## config.mk

```make
export PLATFORM = sky130hd
export DESIGN_NAME = thor2022_tlb_walker_flat
export DESIGN_NICKNAME = d
export VERILOG_FILES = /design/src/rtl/thor2022_tlb_walker_if.sv /design/src/rtl/thor2022_tlb_walker.sv /design/src/flat_wrapper.sv
export SDC_FILE = /design/constraint.sdc
export NUM_CORES = 1
export LEC_CHECK = 0
export CORE_ASPECT_RATIO = 0.7
export CORE_MARGIN = 2
export CORE_UTILIZATION = 50
export CTS_BUF_LIST = sky130_fd_sc_hd__clkbuf_4 sky130_fd_sc_hd__clkbuf_8
export CTS_CLUSTER_SIZE = 14
export DETAILED_ROUTE_END_ITERATION = 10
export GPL_TIMING_DRIVEN = 1
export PLACE_DENSITY = 0.82
export SETUP_SLACK_MARGIN = 0.15
export SLEW_MARGIN = 15
export SYNTH_ARGS = -nofsm -noshare
export SYNTH_HDL_FRONTEND = slang
export SYNTH_SLANG_ARGS = --single-unit
```

## constraint.sdc

```tcl
create_clock -name clk_i -period 2.35 [get_ports clk_i]
set_clock_uncertainty 0.2 [all_clocks]
set_input_delay 0.5875 -clock clk_i [delete_from_list [all_inputs] [get_ports clk_i]]
set_output_delay 0.5875 -clock clk_i [all_outputs]
set_load 0.05 [all_outputs]
```

## src/rtl/thor2022_tlb_walker_if.sv

```systemverilog
// Memory read bus between the TLB walker (master) and the page-table memory (slave).
interface thor2022_tlb_walker_if;
  logic        mreq_o;
  logic [31:0] madr_o;
  logic        mack_i;
  logic        merr_i;
  logic [63:0] mdat_i;

  modport master (output mreq_o, output madr_o, input mack_i, input merr_i, input mdat_i);
  modport slave  (input mreq_o, input madr_o, output mack_i, output merr_i, output mdat_i);
endinterface

```

## src/rtl/thor2022_tlb_walker.sv

```systemverilog
// Single-level page-table walker: fetches one PTE on a TLB miss, writes it into the
// TLB tagged with the captured ASID, and reports sticky faults for bad PTEs, bus errors and timeouts.
module thor2022_tlb_walker #(
  parameter logic [7:0] TMO    = 8'd255,
  parameter logic [2:0] SETTLE = 3'd4
) (
  input  logic                           clk_i,
  input  logic                           rst_ni,
  input  logic                           walk_en_i,
  input  logic                           miss_i,
  input  logic [31:0]                    miss_adr_i,
  input  logic [7:0]                     asid_i,
  input  logic [31:0]                    ptbr_i,
  thor2022_tlb_walker_if.master          mem,
  output logic                           wrtlb_o,
  output logic [15:0]                    tlbadr_o,
  output logic [63:0]                    tlbdat_o,
  output logic                           busy_o,
  output logic                           fault_o,
  output logic [1:0]                     fault_code_o,
  output logic [31:0]                    fault_adr_o,
  input  logic                           fault_clr_i
);

  typedef enum logic [2:0] {
    S_IDLE  = 3'd0,
    S_REQ   = 3'd1,
    S_CHK   = 3'd2,
    S_WR    = 3'd3,
    S_HOLD  = 3'd4,
    S_FAULT = 3'd5
  } state_e;

  state_e      state_q, state_d;
  logic [31:0] vadr_q, vadr_d;
  logic [7:0]  asid_q, asid_d;
  logic [63:0] pte_q, pte_d;
  logic [7:0]  tmo_q, tmo_d;
  logic [2:0]  hold_q, hold_d;
  logic        mreq_q, mreq_d;
  logic [31:0] madr_q, madr_d;
  logic        wrtlb_q, wrtlb_d;
  logic [15:0] tlbadr_q, tlbadr_d;
  logic [63:0] tlbdat_q, tlbdat_d;
  logic        busy_q, busy_d;
  logic        fault_q, fault_d;
  logic [1:0]  fcode_q, fcode_d;
  logic [31:0] fadr_q, fadr_d;
  logic        fault_set_s;
  logic [1:0]  fault_new_code_s;

  // Next-state and next-output computation for the walk sequence.
  always_comb begin
    state_d          = state_q;
    vadr_d           = vadr_q;
    asid_d           = asid_q;
    pte_d            = pte_q;
    tmo_d            = tmo_q;
    hold_d           = hold_q;
    mreq_d           = mreq_q;
    madr_d           = madr_q;
    wrtlb_d          = 1'b0;
    tlbadr_d         = tlbadr_q;
    tlbdat_d         = tlbdat_q;
    fault_d          = fault_q;
    fcode_d          = fcode_q;
    fadr_d           = fadr_q;
    fault_set_s      = 1'b0;
    fault_new_code_s = 2'b00;

    case (state_q)
      S_IDLE: begin
        if (miss_i && walk_en_i && !fault_q) begin
          state_d = S_REQ;
          vadr_d  = miss_adr_i;
          asid_d  = asid_i;
          madr_d  = ptbr_i + {9'd0, miss_adr_i[31:12], 3'b000};
          mreq_d  = 1'b1;
          tmo_d   = 8'd0;
        end else begin
          state_d = S_IDLE;
        end
      end
      S_REQ: begin
        // A bus error outranks a simultaneous acknowledge.
        if (mem.merr_i) begin
          mreq_d           = 1'b0;
          state_d          = S_FAULT;
          fault_set_s      = 1'b1;
          fault_new_code_s = 2'b10;
        end else if (mem.mack_i) begin
          mreq_d  = 1'b0;
          pte_d   = mem.mdat_i;
          state_d = S_CHK;
        end else if (tmo_q == TMO - 8'd1) begin
          mreq_d           = 1'b0;
          state_d          = S_FAULT;
          fault_set_s      = 1'b1;
          fault_new_code_s = 2'b11;
        end else begin
          tmo_d = tmo_q + 8'd1;
        end
      end
      S_CHK: begin
        if (!pte_q[0]) begin
          state_d          = S_FAULT;
          fault_set_s      = 1'b1;
          fault_new_code_s = 2'b01;
        end else begin
          state_d  = S_WR;
          wrtlb_d  = 1'b1;
          tlbadr_d = {2'b10, 4'h0, vadr_q[21:12]};
          tlbdat_d = {asid_q, 56'd0} | (pte_q & {8'h00, {56{1'b1}}});
        end
      end
      S_WR: begin
        state_d = S_HOLD;
        hold_d  = SETTLE;
      end
      S_HOLD: begin
        if (hold_q <= 3'd1) begin
          state_d = S_IDLE;
          hold_d  = 3'd0;
        end else begin
          hold_d = hold_q - 3'd1;
        end
      end
      S_FAULT: begin
        state_d = S_IDLE;
      end
      default: begin
        state_d = S_IDLE;
        mreq_d  = 1'b0;
      end
    endcase

    // A fault raised in the same cycle as a clear must survive the clear.
    if (fault_clr_i) begin
      fault_d = 1'b0;
      fcode_d = 2'b00;
    end else begin
      fault_d = fault_d;
    end
    if (fault_set_s) begin
      fault_d = 1'b1;
      fcode_d = fault_new_code_s;
      fadr_d  = vadr_q;
    end else begin
      fadr_d = fadr_d;
    end

    busy_d = (state_d != S_IDLE);
  end

  // State and registered-output update with asynchronous reset.
  always_ff @(posedge clk_i or negedge rst_ni) begin
    if (!rst_ni) begin
      state_q  <= S_IDLE;
      vadr_q   <= 32'd0;
      asid_q   <= 8'd0;
      pte_q    <= 64'd0;
      tmo_q    <= 8'd0;
      hold_q   <= 3'd0;
      mreq_q   <= 1'b0;
      madr_q   <= 32'd0;
      wrtlb_q  <= 1'b0;
      tlbadr_q <= 16'd0;
      tlbdat_q <= 64'd0;
      busy_q   <= 1'b0;
      fault_q  <= 1'b0;
      fcode_q  <= 2'b00;
      fadr_q   <= 32'd0;
    end else begin
      state_q  <= state_d;
      vadr_q   <= vadr_d;
      asid_q   <= asid_d;
      pte_q    <= pte_d;
      tmo_q    <= tmo_d;
      hold_q   <= hold_d;
      mreq_q   <= mreq_d;
      madr_q   <= madr_d;
      wrtlb_q  <= wrtlb_d;
      tlbadr_q <= tlbadr_d;
      tlbdat_q <= tlbdat_d;
      busy_q   <= busy_d;
      fault_q  <= fault_d;
      fcode_q  <= fcode_d;
      fadr_q   <= fadr_d;
    end
  end

  assign mem.mreq_o   = mreq_q;
  assign mem.madr_o   = madr_q;
  assign wrtlb_o      = wrtlb_q;
  assign tlbadr_o     = tlbadr_q;
  assign tlbdat_o     = tlbdat_q;
  assign busy_o       = busy_q;
  assign fault_o      = fault_q;
  assign fault_code_o = fcode_q;
  assign fault_adr_o  = fadr_q;

endmodule

```

## src/flat_wrapper.sv

```systemverilog
// flat-port wrapper written by rule: the top's interface ports become plain ports
module thor2022_tlb_walker_flat 
#(
  parameter logic [7:0] TMO    = 8'd255,
  parameter logic [2:0] SETTLE = 3'd4
)
  (clk_i, rst_ni, walk_en_i, miss_i, miss_adr_i, asid_i, ptbr_i, wrtlb_o, tlbadr_o, tlbdat_o, busy_o, fault_o, fault_code_o, fault_adr_o, fault_clr_i, mem_mreq_o, mem_madr_o, mem_mack_i, mem_merr_i, mem_mdat_i);
  thor2022_tlb_walker_if mem_i ();
  input  logic clk_i;
  input  logic rst_ni;
  input  logic walk_en_i;
  input  logic miss_i;
  input  logic [31:0] miss_adr_i;
  input  logic [7:0] asid_i;
  input  logic [31:0] ptbr_i;
  output logic wrtlb_o;
  output logic [15:0] tlbadr_o;
  output logic [63:0] tlbdat_o;
  output logic busy_o;
  output logic fault_o;
  output logic [1:0] fault_code_o;
  output logic [31:0] fault_adr_o;
  input  logic fault_clr_i;
  output wire logic [$bits(mem_i.mreq_o)-1:0] mem_mreq_o;
  output wire logic [$bits(mem_i.madr_o)-1:0] mem_madr_o;
  input wire logic [$bits(mem_i.mack_i)-1:0] mem_mack_i;
  input wire logic [$bits(mem_i.merr_i)-1:0] mem_merr_i;
  input wire logic [$bits(mem_i.mdat_i)-1:0] mem_mdat_i;
  assign mem_mreq_o = mem_i.mreq_o;
  assign mem_madr_o = mem_i.madr_o;
  assign mem_i.mack_i = mem_mack_i;
  assign mem_i.merr_i = mem_merr_i;
  assign mem_i.mdat_i = mem_mdat_i;
  thor2022_tlb_walker #(.TMO(TMO), .SETTLE(SETTLE)) u_core (.clk_i(clk_i), .rst_ni(rst_ni), .walk_en_i(walk_en_i), .miss_i(miss_i), .miss_adr_i(miss_adr_i), .asid_i(asid_i), .ptbr_i(ptbr_i), .mem(mem_i), .wrtlb_o(wrtlb_o), .tlbadr_o(tlbadr_o), .tlbdat_o(tlbdat_o), .busy_o(busy_o), .fault_o(fault_o), .fault_code_o(fault_code_o), .fault_adr_o(fault_adr_o), .fault_clr_i(fault_clr_i));
endmodule
```

* Word-level counts from Yosys, hierarchy flattened
Index checks and enable logic that the tools add are counted.
Word-level totals: flip-flop bits (word level) 255, bits of input ports 143, output and inout bits 150
Operators by class: $add $sub $neg 3, magnitude comparators 1, equality and inequality tests 11, mux-type cells 35, bitwise logic cells 3, reductions and logical operators 14
Operator list (number):
- OR 64 x 56 -> 64 bit | 1
- adder 32 x 23 -> 32 bit | 1
- two-way mux 8 bit | 4
- two-way mux 3 bit | 6
- case mux 8 bit (2 select lines) | 1
- case mux 3 bit (5 select lines) | 1
- two-way mux 1 bit | 14
- two-way mux 2 bit | 5
- adder 8 x 1 -> 8 bit, second input constant | 1
- == test 8 bit, second input constant | 1
- == test 3 x 2 -> 1 bit, second input constant | 2
- == test 3 bit, second input constant | 2
- inequality test 2 bit, second input constant | 3
- case mux 3 bit (2 select lines) | 1
- AND reduction 3 bit | 2
- nonzero test 2 bit | 3
- AND reduction 5 bit | 1
- inequality test 4 x 3 -> 1 bit, second input constant | 1
- case mux 2 bit (2 select lines) | 1
- AND reduction 2 bit | 2
- OR reduction 4 bit | 1
- == test 3 x 1 -> 1 bit, second input constant | 1
- less-or-equal comparator 3 x 1 -> 1 bit, second input constant | 1
- logical NOT 3 bit | 1
- other kinds (8) | 10

* Logic depth before layout (Yosys ltp)
depth after elaboration 6, depth in mapped cells 9, depth with buffers taken out 9

* Worst setup path before layout
Ideal clock, no wire load.
path type input port to flip-flop, from in miss_adr_i[12], to reg u_core.madr_q[29] (netlist: u_core.mem.madr_o[29]), arrival 2.454 ns, data required time 2.026 ns, path slack -0.428 ns, stages on the path 9, path buffers 0, path through ha_1 fa_1 a21o_1 a221o_1 nand3_1 o21ai_1 a31oi_1 nor3_1 o31a_1
Between the ends: word-level cells in the longest chain between the ends 1
Ends and longest elaborated chain:
- start: declaration | RTL line flat_wrapper.sv:13 | input logic [31:0] miss_adr_i;
- adder 32 x 23 -> 32 bit | RTL line thor2022_tlb_walker.sv:77 | madr_d = ptbr_i + {9'd0, miss_adr_i[31:12], 3'b000};
- end signal: assignment | RTL line thor2022_tlb_walker.sv:181 | madr_q <= madr_d;
- end: declaration | RTL line thor2022_tlb_walker.sv:41 | logic [31:0] madr_q, madr_d;
No other way between the ends. A chain may end at the register's enable or synchronous reset.

* Worst setup path in the final report
from in miss_adr_i[12], to reg u_core.madr_q[11] (netlist: u_core.mem.madr_o[11])
Same word-level chain as after synthesis.

==> flow_summary.toml <==
[pwr]
power_frac_comb_pct = 45.2
swShare_pct = 43.2
p_sw_mw = 8.81
p_leak_nw = 7.91
pwr-share-clk_pct = 18.7
intPower_mw = 11.6
powerDensity_nw_per_um2 = 1270
finalPower_mw = 20.4
power_frac_seq_pct = 36.2
vdd_drop_max_mv = 0.789

[status]
run_status = "complete, but fails checks"
violations = "negative setup slack"

[min_path]
holdCritPathClass = "input port to register"
whs_endpoint = "u_core.vadr_q[12]"
worstHoldStart = "miss_adr_i[12]"
holdPathStages = 3

[route]
first_iter_violations = 556
num_vias = 9260
final_antenna_net_count = 0
routed_wirelength_mm = 31.2
viasPerCell = 5.23
dr.pass1.iters = 5
wl_per_cell_um = 17.6
drc_errors = 0

[clock_tree]
clkTransAtPathRegs_ns = 0.06
clockBufferDepth = 3
worstSkewPairLatency_ns = 0.52
cts_made_buffers = 40
cts_tree = "done"
cts_max_level = 2
cts_root_buffer = "clkbuf_8"
cts.sinks = 255

[worst_setup_path]
crit_fanout = 3
r2r_slack_ns = 0.21
critPathLaunchType = "input port"
endpoint_kind = "register"
critPathLaunch = "miss_adr_i[12]"
max_stage_delay_ns = 0.41
reg2reg_depth = 7
crit_required_ns = 2.56
path_cells = "buf_6 -> ha_4 -> fa_2 -> a21o_1 -> a221o_1 -> buf_4 -> buf_6 -> a21boi_4 -> xnor2_1 -> mux2_4"
crit_arrival_ns = 2.65
reg2reg_from = "u_core.state_q[1]"
timing.setup.critical_path_class = "input port to register"
crit_path_frequent_cell = "buf_6"
slowest_stage = "a221o_1"
r2r_end = "u_core.tmo_q[5]"
cp_num_buf_inv = 3
path_delay_family = "compound AO/OA/AOI/OAI gates"

[sta]
fin_ws_ns = -0.0879
hold_viol_final = 0
fin_crit_ns = 2.44
slew_viol_final = 0
worst_pin_slew_ns = 0.510
maxSlewHeadroom_pct = 66.1
rsz0062_at_grt = "true"
fin_crit_sh_pct = 104
max_freq_mhz = 410
hold_slack_ns = 0.110
setup_viol = 7

[place]
routabilityCongestion = 0.957
dp.cells = 1681
dp_hpwl_mm = 21.3
place_ws_ns = -1.05
portBuffers = 279

[floorplan]
core_area_um2 = 21600
rows = 45
dieWidth_um = 181
initial_utilization_pct = 50.8
pin_count = 293
dieHeight_um = 128
die_area_um2 = 23200

[layout]
drive_gt1_share_pct = 35.4
fin_util_pct = 74.5
stdcell_count = 1772
num-nets-final = 1629
area_growth_pct = 46.7

[grt]
grt_start_max_net_pins = 54
grt_pass1_wl_mm = 49.3
grt_usage_pct = 26.6
first_global_vias = 9450
antenna_found_initial = 2
grt-ovfl-total = 0

[yosys]
synth_common_cells = "nand2_1, dfrtp_1, mux2_2"
yosysMostFrequentCell = "nand2_1"
syn_avg_cell_area_um2 = 10.3
yosys_warnings = 0
netlist_area_um2 = 11000
synth_cell_types = 57
synth_seq_cells = 255
yosys.area.top_type = "dfrtp_1"
yosysSeqAreaShare_pct = 58.1
synth_top_area_share_pct = 58.1
netlist_top_cells_area = "dfrtp_1, nand2_1, mux2_2"
synth_edf_count = 0
async_flop_share_pct = 100
synthesis.instances = 1069
synth_ff_type = "dfrtp_1"

[run]
drv_cap = 0
[cell families after synthesis]
group	count (synthesis)	synth area share, %
buffers and inverters	64	2.59
AOI/OAI and AO/OA	108	5.99
xor gates and xnor gates	28	2.23
adders and majority gates	25	2.92
other	1	0.0341
muxes	91	9.32
and+or+nand+nor	497	18.8
DFF	255	58.1
[state kept, by name, indices dropped and copies added, names as in the netlist, 2 cells and up]
register / count
u_core.asid_q: 8
u_core.fault_adr_o: 32
u_core.fault_code_o: 2
u_core.hold_q: 3
u_core.mem.madr_o: 32
u_core.pte_q: 56
u_core.state_q: 3
u_core.tlbadr_o: 11
u_core.tlbdat_o: 64
u_core.tmo_q: 8
u_core.vadr_q: 32
[how the worst max path moves through the flow]
stage,to,slack [ns],cells after the start
6_report,u_core.mem.madr_o[11],-0.09,10
3_3_place_gp,u_core.mem.madr_o[31],-0.96,10
3_5_place_dp,u_core.mem.madr_o[13],-1.05,10
2_1_floorplan,u_core.mem.madr_o[27],-0.26,9
5_1_grt,u_core.mem.madr_o[27],-0.08,10
4_1_cts,u_core.mem.madr_o[31],-0.09,10
[power by group through the flow]
| stage | clock network (mW) | registers [mW] | logic (mW) |
|---|---|---|---|
| detailed placement | 0 | 7.40 | 9.34 |
| finish | 3.81 | 7.38 | 9.21 |
| global route | 4.12 | 7.59 | 9.78 |
| floorplan | 0 | 10.6 | 2.68 |
| CTS | 3.90 | 7.37 | 9.23 |
| global placement | 0 | 7.29 | 9.14 |
[routing by layer]
| metal | track usage, % | wire, um | vias to the layer above |
|---|---|---|---|
| li1 | - | - | 4307 |
| met1 | 35.6 | 13400 | 4547 |
| met2 | 42.3 | 14400 | 335 |
| met3 | 7.27 | 2510 | 69 |
| met4 | 8.99 | 939 | 2 |
| met5 | 0 | 12 | - |
[per-stage QoR]
step           cell area [um2]  setup TNS [ns]
6_report                 16100          -0.333
5_1_grt                  16100          -0.421
4_1_cts                  16100          -0.173
3_5_place_dp             14900          -34.35
3_3_place_gp             14900          -31.00
2_1_floorplan            11200           -1.88
[worst reg2reg max path, cell delays in order, from the launching register on]
cell	delay (ns)
dfrtp_2	0.46
nor3b_4	0.24
and2b_1	0.19
nor3b_4	0.23
or2_4	0.18
nand4_4	0.11
or3_1	0.34
a21oi_2	0.13
[final cells by class]
type / count / area, um2
diodes: 1 / 2.50
inverters: 7 / 26.3
clock inverters: 10 / 53.8
flip-flops and latches: 255 / 6390
repair buffers: 403 / 3600
multi-input cells: 754 / 4930
clock buffers: 60 / 763
fillers: 1479 / 5510
well taps: 282 / 353
[cells in the final DEF, fill, tap and decap left out, drive strengths merged, types with 28 or more instances in the layout]
master / Yosys / final
nand2: 408 / 408
clkdlybuf4s15: 0 / 56
buf: 24 / 182
o21ai: 42 / 42
mux2: 90 / 90
clkdlybuf4s50: 0 / 97
dfrtp: 255 / 255
a21oi: 28 / 28
nor2: 29 / 29
clkbuf: 33 / 106
[timing repair]
action | in CTS | in global routing
hold endpoints to repair | 43 | 0
setup endpoints to repair | 117 | 102
buffers inserted | 10 | 9
gates resized for setup | 343 | 96
hold buffers | 1 | 0
pin swaps | 38 | 43
No activity file was read; power rests on OpenSTA's default activity.
